==> src/rtl/mux_alu_src_pipe_pkg.sv <==
// Shared datapath definitions for the ALU operand-B source pipe:
// slot indices, the default PC increment and the skid-buffer state type.
package mux_alu_src_pipe_pkg;

  localparam int SRC_B_REG      = 0;
  localparam int SRC_B_CONST    = 1;
  localparam int SRC_B_IMM      = 2;
  localparam int SRC_B_IMM_SHL2 = 3;

  localparam int unsigned PC_INCR = 4;

  typedef enum logic [1:0] {
    EMPTY,
    BUSY,
    FULL
  } skid_state_t;

endpackage

==> src/rtl/mux_alu_src_pipe_skid_buffer.sv <==
// Two-entry skid buffer with valid/ready handshake; the skid entry only
// holds data while the downstream stalls and a second item has arrived.
module mux_alu_src_pipe_skid_buffer
  import mux_alu_src_pipe_pkg::*;
#(
  parameter int PW = 8
) (
  input  logic          clk,
  input  logic          reset,
  input  logic [PW-1:0] in_data,
  input  logic          in_valid,
  output logic          in_ready,
  output logic [PW-1:0] out_data,
  output logic          out_valid,
  input  logic          out_ready
);

  skid_state_t   state, state_next;
  logic [PW-1:0] main_q, skid_q;
  logic          in_ready_q;
  logic          accept, consume;
  logic          load_main, load_skid, skid_to_main;

  assign accept    = in_valid && in_ready_q;
  assign consume   = (state != EMPTY) && out_ready;
  assign in_ready  = in_ready_q;
  assign out_valid = (state != EMPTY);
  assign out_data  = main_q;

  // in_ready is registered from the next state so it never depends on out_ready
  always_ff @(posedge clk or posedge reset) begin
    if (reset) begin
      state      <= EMPTY;
      main_q     <= '0;
      skid_q     <= '0;
      in_ready_q <= 1'b1;
    end else begin
      state      <= state_next;
      in_ready_q <= (state_next != FULL);
      if (load_main)
        main_q <= in_data;
      else if (skid_to_main)
        main_q <= skid_q;
      if (load_skid)
        skid_q <= in_data;
    end
  end

  always_comb begin
    state_next   = state;
    load_main    = 1'b0;
    load_skid    = 1'b0;
    skid_to_main = 1'b0;
    case (state)
      EMPTY: begin
        if (accept) begin
          load_main  = 1'b1;
          state_next = BUSY;
        end
      end
      BUSY: begin
        if (accept && !consume) begin
          load_skid  = 1'b1;
          state_next = FULL;
        end else if (accept && consume) begin
          load_main  = 1'b1;
        end else if (consume) begin
          state_next = EMPTY;
        end
      end
      FULL: begin
        if (consume) begin
          skid_to_main = 1'b1;
          state_next   = BUSY;
        end
      end
      default: state_next = EMPTY;
    endcase
  end

endmodule

==> src/rtl/mux_alu_src_pipe.sv <==
// NUM_IN-way ALU operand-B source select (slot 1 = CONST_VAL) feeding a skid buffer.
// Define MUX_ALU_SEL_CHECK_EN to enable the sticky illegal-select flag err.
module mux_alu_src_pipe
  import mux_alu_src_pipe_pkg::*;
#(
  parameter int          WIDTH     = 32,
  parameter int          NUM_IN    = 4,
  parameter int unsigned CONST_VAL = PC_INCR,
  parameter int          SEL_W     = $clog2(NUM_IN)
) (
  input  logic                    clk,
  input  logic                    reset,
  input  logic [SEL_W-1:0]        sel,
  input  logic [NUM_IN*WIDTH-1:0] data_in,
  input  logic                    in_valid,
  output logic                    in_ready,
  output logic [WIDTH-1:0]        out_data,
  output logic [SEL_W-1:0]        out_sel,
  output logic                    out_valid,
  input  logic                    out_ready,
  output logic                    err
);

  localparam logic [WIDTH-1:0] CONST_W = WIDTH'(CONST_VAL);

  logic [WIDTH-1:0]       sel_data;
  logic [SEL_W+WIDTH-1:0] payload_out;

  // Out-of-range selects fall through to the all-zero default
  always_comb begin
    sel_data = '0;
    for (int k = 0; k < NUM_IN; k++) begin
      if (32'(sel) == k)
        sel_data = (k == SRC_B_CONST) ? CONST_W : data_in[k*WIDTH +: WIDTH];
    end
  end

  mux_alu_src_pipe_skid_buffer #(
    .PW (SEL_W + WIDTH)
  ) u_skid (
    .clk       (clk),
    .reset     (reset),
    .in_data   ({sel, sel_data}),
    .in_valid  (in_valid),
    .in_ready  (in_ready),
    .out_data  (payload_out),
    .out_valid (out_valid),
    .out_ready (out_ready)
  );

  assign out_sel  = payload_out[WIDTH +: SEL_W];
  assign out_data = payload_out[WIDTH-1:0];

`ifdef MUX_ALU_SEL_CHECK_EN
  logic err_q;

  always_ff @(posedge clk or posedge reset) begin
    if (reset)
      err_q <= 1'b0;
    else if (in_valid && in_ready && (32'(sel) >= NUM_IN))
      err_q <= 1'b1;
  end

  assign err = err_q;
`else
  assign err = 1'b0;
`endif

endmodule
==> config.mk <==
export PLATFORM = sky130hd
export DESIGN_NAME = mux_alu_src_pipe
export DESIGN_NICKNAME = d
export VERILOG_FILES = /design/src/rtl/mux_alu_src_pipe_pkg.sv /design/src/rtl/mux_alu_src_pipe_skid_buffer.sv /design/src/rtl/mux_alu_src_pipe.sv
export SDC_FILE = /design/constraint.sdc
export NUM_CORES = 1
export LEC_CHECK = 0
export CAP_MARGIN = 40
export CORE_MARGIN = 1
export CORE_UTILIZATION = 38
export CTS_CLUSTER_SIZE = 12
export DETAILED_ROUTE_END_ITERATION = 10
export PLACE_DENSITY = 0.77
export SLEW_MARGIN = 10
export SYNTH_ARGS = -nofsm -noshare
export SYNTH_HDL_FRONTEND = slang
export SYNTH_SLANG_ARGS = --single-unit
==> constraint.sdc <==
create_clock -name clk -period 2.3 [get_ports clk]
set_input_delay 0.575 -clock clk [delete_from_list [all_inputs] [get_ports clk]]
set_output_delay 0.575 -clock clk [all_outputs]
set_load 0.1 [all_outputs]
==> metrics.yaml <==
status:
  status: "complete, no violations"
placement:
  gp_congestion: 0.715
  hpwl_mm: 6.56
  numPlacedInstances: 561
  preCtsSetupSlack_ns: -0.0350
  placed_area_sq_um: 5230
  portBuffers: 137
sta:
  slew_headroom_pct: 65.2
  finClkSkew_ns: 0.0113
  setup_viol: 0
  worst_slew_pin_slew_ns: 0.522
  maxSlewViolCount: 0
  grt_setup_unrepaired: "false"
  min_period_over_period_pct: 84.7
  setup_slack_ns: 0.351
  min_period_ns: 1.95
  fmax_mhz: 513
  final_hold_viol_count: 0
clock_network:
  cts_tree: "built"
  clockBufferDepth: 2
  cts_hold_buf: 0
  cts_buffers: 9
  cts_root_buf: "clkbuf_8"
  cts_resized: 0
  htree_levels: 3
  cts_sinks: 71
  insertion_delay_ns: 0.34
  clk_pin_slew_ns: 0.08
  cts_setup_buffers: 0
drt:
  viasPerCell: 4.96
  ant_nets: 0
  drtPass1Iterations: 4
  route.detailed.drc: 0
  drtIter0Drc: 36
  vias: 2862
  wl_mm: 9.05
  post_drt_wl_per_cell_um: 15.7
floorplanning:
  die_w_um: 102
  io-pin-count: 171
  die_area_sq_um: 10300
  num_rows: 35
  die-height_um: 102
  start_util_pct: 40.1
  core-area_sq_um: 9420
final_layout:
  antenna_cells: 0
  drive_gt1_share_pct: 18.5
  stdcell_area_sq_um: 5460
  fin_util_pct: 58.0
  area.sequential_sq_um: 1780
  layoutNonFillerInstCount: 577
  area_growth_pct: 44.8
  multi_input_area_sq_um: 1730
  nets: 577
  fillCellCount: 796
worst_setup_path:
  cp-start-kind: "flop"
  worstPathArrival_ns: 1.37
  slowest_stage: "dfrtp_1"
  cp_max_fo: 7
  critPathCaptureType: "output pin"
  reg2reg_slack_ns: 0.73
  path_class: "reg -> out"
  critPathMaxStageDelay_ns: 0.46
  cp_cell_sequence: "or2_2 -> buf_4"
  cp.required_ns: 1.73
grt:
  grt.total_usage_pct: 18.3
  first_global_vias: 2973
  grt_overflow: 0
  grt_antenna_before_repair: 0
  grt_max_degree: 72
  grt_pass1_wl_mm: 14.3
synth:
  async_flop_share_pct: 100
  ys_ff_latch: 71
  syn_avg_cell_area_sq_um: 12.3
  synth_flop_cell: "dfrtp_1"
  yosys_warnings: 0
  synth_fp_nets: 440
  ys_types: 29
  synth-seq-area-share_pct: 47.1
  postSynthCellCount: 306
  synth_edf_count: 0
  syn_area_sq_um: 3770
power_and_ir_drop:
  p_per_area_nw_per_um2: 1380
  total_leakage_power_nw: 2.48
  ir_drop_uv: 884
job:
  max-cap-violations: 0
worst_hold_path:
  hp-class: "reg -> reg"
## critical path, delay by kind of cell, from the launching register on
kind / cells / cell delay (ns)
buf+inv: 1 / 0.24
simple gates: 1 / 0.33
flops: 1 / 0.46
## registers in the layout, summed over array words and instances (netlist names)
signal,cells
u_skid.in_ready,1
u_skid.out_data,34
u_skid.skid_q,34
u_skid.state,2
## layout make-up
| type | instances | share of cell area (%) |
|---|---|---|
| well taps | 129 | 2.96 |
| repair buffers | 151 | 26.7 |
| clock buffers | 10 | 2.52 |
| flip-flops and latches | 71 | 32.6 |
| multi-input cells | 184 | 31.8 |
| clock inverters | 6 | 1.70 |
| inverters | 26 | 1.86 |
## report_power, final
part / switching (mW) / total [mW] / leakage, nW / internal [mW]
registers: 0.333 / 2.18 / 0.870 / 1.85
logic: 3.03 / 4.22 / 1.50 / 1.19
clock network: 0.484 / 1.13 / 0.109 / 0.646
## path summary, 6_finish.rpt
kind / start / end / cells past startpoint
min reg2reg: u_skid.skid_q[13] / u_skid.skid_q[13] / 1
max: u_skid.state[1] / out_valid / 2
max in group asynchronous: reset / u_skid.skid_q[14] / 3
min: u_skid.skid_q[13] / u_skid.skid_q[13] / 1
min in group asynchronous: reset / u_skid.state[1] / 3
max reg2reg: u_skid.state[1] / u_skid.out_data[29] / 4
## cell usage after synthesis, types with 2 or more instances
cell         n  area, sq um
mux2i_1    107         1070
dfrtp_1     70         1750
inv_1       26         97.6
a2bb2oi_1   24          210
buf_2       11         55.1
a221o_1      8         80.1
and2_1       8         50.1
mux2_2       7         78.8
o2bb2ai_1    7         61.3
buf_4        5         37.5
buf_6        5         56.3
mux2_1       5         56.3
clkbuf_1     4         15.0
and3b_1      2         17.5
nand2_1      2         7.51
or2_2        2         12.5
## metrics by stage
| step | setup TNS (ns) | hold slack, ns | power (mW) |
|---|---|---|---|
| CTS | 0 | 0.490 | 7.60 |
| finish | 0 | 0.488 | 7.53 |
| global placement | 0 | 0.459 | 6.37 |
| floorplan | 0 | 0.449 | 5.43 |
| detailed placement | -0.149 | 0.471 | 6.46 |
| global route | 0 | 0.510 | 7.89 |
## logic make-up (layout without fill, tap and decap cells)
logic type	count (synthesis)	in the layout	share of synthesized area, %
simple gates	21	21	3.78
mux	119	119	32.0
compound gates	42	42	9.85
other cells	1	1	0.0994
buf+inv	51	193	6.93
xor+xnor	1	1	0.232
flops	71	71	47.1
## cells in the final DEF, fill, tap and decap left out, types with 2 or more instances in the layout
cell / instances
inv_1: 25
or2_2: 2
clkbuf_8: 10
bufinv_16: 2
o2bb2ai_1: 7
a221o_1: 8
a2bb2oi_1: 24
clkdlybuf4s50_1: 100
mux2_1: 5
dfrtp_1: 70
clkinvlp_4: 3
mux2i_1: 107
mux2_2: 7
buf_12: 6
and2_1: 9
buf_4: 44
nand2_1: 2
## layer usage
| metal | wire length, um | global-route usage [%] | up-vias |
|---|---|---|---|
| met4 | 71 | 5.69 | 0 |
| met5 | 0 | 0 | - |
| met3 | 625 | 4.97 | 8 |
| met1 | 3840 | 21.8 | 1395 |
| met2 | 4510 | 31.9 | 91 |
| li1 | - | - | 1368 |
(Power assumes the default switching activity.)
==> patch 1 (same flow settings) <==
Change the parameter `NUM_IN` from 4 to 8.
--- a/src/rtl/mux_alu_src_pipe.sv
+++ b/src/rtl/mux_alu_src_pipe.sv
@@ -6,3 +6,3 @@
   parameter int          WIDTH     = 32,
-  parameter int          NUM_IN    = 4,
+  parameter int          NUM_IN    = 8,
   parameter int unsigned CONST_VAL = PC_INCR,
Ports: changed (resized data_in, out_sel and sel); port bits go from 171 to 301. No check against the original RTL was run, so the function may have changed too.
==> patch 1 against the original RTL <==
Hold slack got worse by 0.012 ns; setup slack improved by 0.00058 ns; wire length increased by 80%; sequential cell count is 2 higher; cell area rose by 54%; sequential share of layout area fell by 11 points; total power is 19% higher; area after synthesis is 40% higher; largest power group unchanged.
==> patch 1: results (changes against the original RTL) <==
CTS root buf: clkbuf_16 (was clkbuf_8)
Number of inserted diodes: 0 (unchanged)
Port Buf Inserts: 267 (was 137)
Status: complete, no violations (unchanged)
Num CTS Buffers: 9 (unchanged)
Worst Hold End: u_skid.skid_q[17] (was u_skid.skid_q[13])
Max transition margin: 0.4457 (was 0.6520)
Largest net degree at the start of global routing: 59 (was 72)
Max VDD drop: 561.5 uV (was 883.6 uV)
Synthesis Warnings: 0 (unchanged)
Final net count: 1018 (was 577)
Worst Min Path Start: u_skid.skid_q[17] (was u_skid.skid_q[13])
Max Buffers Root-to-Sink: 2 (unchanged)
Worst R2R Path Depth: 4 (unchanged)
Seq/Total Area, Yosys: 0.3473 (was 0.4713)
Setup Slack @ Placement: 0.01194 ns (was -0.03497 ns)
R2r endpoint: u_skid.out_data[27] (was u_skid.out_data[29])
Initial DRT Pass Iterations: 6 (was 4)
HPWL Detailed: 12910 um (was 6562 um)
Crit-path max FO: 22 (was 7)
H-tree Lvls: 3 (unchanged)
First-pass GRT wire length: 25160 um (was 14350 um)
Initial antenna violation count: 0 (unchanged)
Hold path depth: 2 (was 1)
R2R setup slack: 0.62 ns (was 0.73 ns)
Post-synth top cells: 91 x mux2i_1, 72 x dfrtp_1, 36 x nand2_1 (was 107 x mux2i_1, 70 x dfrtp_1, 26 x inv_1)
Synth top area cells: dfrtp_1 34%, mux2i_1 17%, mux2_2 7.1% (was dfrtp_1 46%, mux2i_1 28%, a2bb2oi_1 5.6%)
Number of global-route vias before repair: 5155 (was 2973)
Cell Area, Placed: 8055 um2 (was 5231 um2)
Post-cts sizing count: 0 (unchanged)
DRT iter0 DRCs: 300 (was 36)
Async S/R FF share, synth: 1.000 (unchanged)
LEAKAGE: 3.578 nW (was 2.481 nW)
Min-delay worst type: reg2reg (unchanged)
Clock slew at the register clock pins of the worst setup and hold paths: 0.06 ns (was 0.08 ns)
Crit path DAT: 2.19 ns (was 1.37 ns)
Vias/cell: 5.422 (was 4.960)
Worst skew pair latency: 0.32 ns (was 0.34 ns)
Cell variety after synth: 41 (was 29)
Proportion of layout cells with a drive suffix above 1: 0.1779 (was 0.1853)
Post-CTS Setup Repair Bufs: 0 (unchanged)
Total track usage: 0.2221 (was 0.1825)
GPL Wtd Cong: 0.8591 (was 0.7150)
Drt wl/cell: 17.44 um (was 15.69 um)
Yosys top cell area share: 0.3423 (was 0.4643)
Syn_nets: 765 (was 440)
R2r startpoint: u_skid.state[1] (unchanged)
Clock skew: 0.009886 ns (was 0.01133 ns)
patch 1: changes by cell type after synthesis, moves of 18 or more:
| cell | unedited run | this run |
|---|---|---|
| a21o_1 | 0 | 19 |
| a222oi_1 | 0 | 18 |
| a2bb2oi_1 | 24 | 0 |
| inv_1 | 26 | 8 |
| mux2_2 | 7 | 33 |
| nand2_1 | 2 | 36 |
| nand2b_1 | 1 | 19 |
| o21ai_1 | 0 | 27 |
patch 1: stage by stage:
step / cells / hold WS, ns
after floorplan: 502 / 0.4483
after global placement: 920 / 0.4593
after detailed placement: 920 / 0.4680
after CTS: 935 / 0.4801
after global routing: 935 / 0.4936
final: 935 / 0.4760
patch 1: metal layers:
metal	GRT usage	part of all wire	wire (um)
met3	0.04800	0.087	1412
met4	0.06250	0.016	265
met2	0.4220	0.51	8373
met1	0.2456	0.38	6260
met5	0	0	0
patch 1: final cells by class:
| type | instances | area (um2) |
|---|---|---|
| clock inverter | 5 | 127.6 |
| inverter | 8 | 33.78 |
| sequential | 73 | 1828 |
| clock buffer | 10 | 239.0 |
| multi-input combinational | 370 | 3095 |
| fill | 1065 | 4979 |
| timing repair buffer | 293 | 2878 |
| tap | 176 | 220.2 |
patch 1: report_power, final:
| part | switching [W] | internal, W | total [W] |
|---|---|---|---|
| registers | 0.000352 | 0.00191 | 0.00226 |
| logic | 0.00346 | 0.00158 | 0.00504 |
| clock network | 0.000489 | 0.00119 | 0.00168 |
patch 1: how the worst max path moves through the flow:
stage	start	slack, ns	to
final	sel[0]	0.35	u_skid.out_data[22]
after global routing	out_ready	0.24	u_skid.out_data[27]
after CTS	out_ready	0.33	u_skid.out_data[27]
after detailed placement	out_ready	0.01	u_skid.out_data[27]
after global placement	sel[2]	0.11	u_skid.out_data[22]
after floorplan	u_skid.in_ready	0.38	u_skid.out_data[10]
patch 1: kinds of logic after synthesis:
family | count (synthesis) | share of synthesized area
compound gates | 129 | 0.1792
xor+xnor | 1 | 0.001664
buf+inv | 59 | 0.06656
flops | 73 | 0.3473
mux | 142 | 0.3100
other cells | 1 | 0.0007124
simple gates | 97 | 0.09461
patch 1: worst max-delay path: stages:
cell      delay [ns]
buf_4           0.20
nor2_2          0.67
a222oi_1        0.24
a221o_1         0.34
mux2i_1         0.16
==> patch 2 (config.mk and constraints unchanged) <==
Made on the original files. Encoding of `skid_state_t`: now one-hot (3 bits for 3 states).
--- a/src/rtl/mux_alu_src_pipe_pkg.sv
+++ b/src/rtl/mux_alu_src_pipe_pkg.sv
@@ -11,6 +11,6 @@
 
-  typedef enum logic [1:0] {
-    EMPTY,
-    BUSY,
-    FULL
+  typedef enum logic [2:0] {
+    EMPTY = 3'b001,
+    BUSY  = 3'b010,
+    FULL  = 3'b100
   } skid_state_t;
Function: same outputs for any inputs over 10 cycles, from zero or initial values and one cycle with reset high; not proved beyond that.
==> patch 2 against the original RTL <==
The run now ends with design-rule violations left; cell area down 4.9%; wire length up 1.4%; critical path depth up 1; total power down 1.1%; sequential cell count up 1; setup slack worse by 0.032 ns; area after synthesis down 6.7%; cell count down 0.17%.
==> patch 2: results (changes against the original RTL) <==
Number of global-route vias before repair: 3118 (was 2973)
Compound-cell area share of the yosys netlist: 0.2235 (was 0.09851)
LEAKAGE: 2.300 nW (was 2.481 nW)
GRT met3 Usage: 0.04724 (was 0.04969)
Failing checks: design-rule violations
DR WL met2: 4504 um (was 4510 um)
Proportion of layout cells with a drive suffix above 1: 0.2265 (was 0.1853)
HPWL Detailed: 6541 um (was 6562 um)
Status: finished with violations (was complete, no violations)
Filler cells: 737 (was 796)
Placed cell count: 560 (was 561)
Crit-path max FO: 6 (was 7)
M2 GR Usage: 0.3315 (was 0.3186)
Worst Min Path Start: u_skid.skid_q[32] (was u_skid.skid_q[13])
Clock skew: 0.009802 ns (was 0.01133 ns)
Initial DRT Pass Iterations: 8 (was 4)
Logic power comb: 0.00427 W (was 0.00422 W)
Sw Share: 0.5201 (was 0.5105)
R2r startpoint: u_skid.state[0] (was u_skid.state[1])
Largest net degree at the start of global routing: 73 (was 72)
R2r endpoint: u_skid.out_data[0] (was u_skid.out_data[29])
Worst R2R Path Depth: 5 (was 4)
Hold path depth: 2 (was 1)
Number of remaining DRC errors: 9 (was 0)
Cell variety after synth: 31 (was 29)
Max VDD drop: 767.9 uV (was 883.6 uV)
Seq/Total Area, Yosys: 0.5124 (was 0.4713)
Post-synth top cells: 70 x dfrtp_1, 37 x nand2_1, 36 x nor2_1 (was 107 x mux2i_1, 70 x dfrtp_1, 26 x inv_1)
Syn_area_per_cell: 10.64 um2 (was 12.33 um2)
Worst Hold End: u_skid.skid_q[32] (was u_skid.skid_q[13])
Synth top area cells: dfrtp_1 50%, mux2_2 10%, a221o_1 9.4% (was dfrtp_1 46%, mux2i_1 28%, a2bb2oi_1 5.6%)
Syn_nets: 465 (was 440)
Total track usage: 0.1996 (was 0.1825)
WL met1: 3948 um (was 3843 um)
Xor/xnor share of the synthesized area: 0.002488 (was 0.002322)
Largest stage delay, worst path: 0.58 ns (was 0.46 ns)
Fin cells: 576 (was 577)
Drt wl/cell: 15.94 um (was 15.69 um)
Final net count: 597 (was 577)
## patch 2: final cells by class
class | count | area share
clock buffer | 14 | 0.03516
clock inverter | 2 | 0.006744
inverter | 4 | 0.003613
multi-input combinational | 224 | 0.2946
sequential | 72 | 0.3473
tap | 108 | 0.02601
timing repair buffer | 152 | 0.2866
## patch 2: through the flow
| stage | hold slack [ns] | setup WS [ns] | total power [W] | cell area (um2) |
|---|---|---|---|---|
| 2_1_floorplan | 0.4492 | 0.2808 | 0.005306 | 3525 |
| 3_3_place_gp | 0.4616 | 0.05378 | 0.006342 | 4977 |
| 3_5_place_dp | 0.4709 | 0.02895 | 0.006435 | 4977 |
| 4_1_cts | 0.4872 | 0.2975 | 0.007503 | 5195 |
| 5_1_grt | 0.5084 | 0.2410 | 0.007781 | 5195 |
| 6_report | 0.4844 | 0.3184 | 0.007451 | 5195 |
## patch 2: worst min-delay path, stage by stage (launching register included)
cell and delay [ns]:
dfrtp_1 0.35, nand2_1 0.06, o21ai_2 0.05
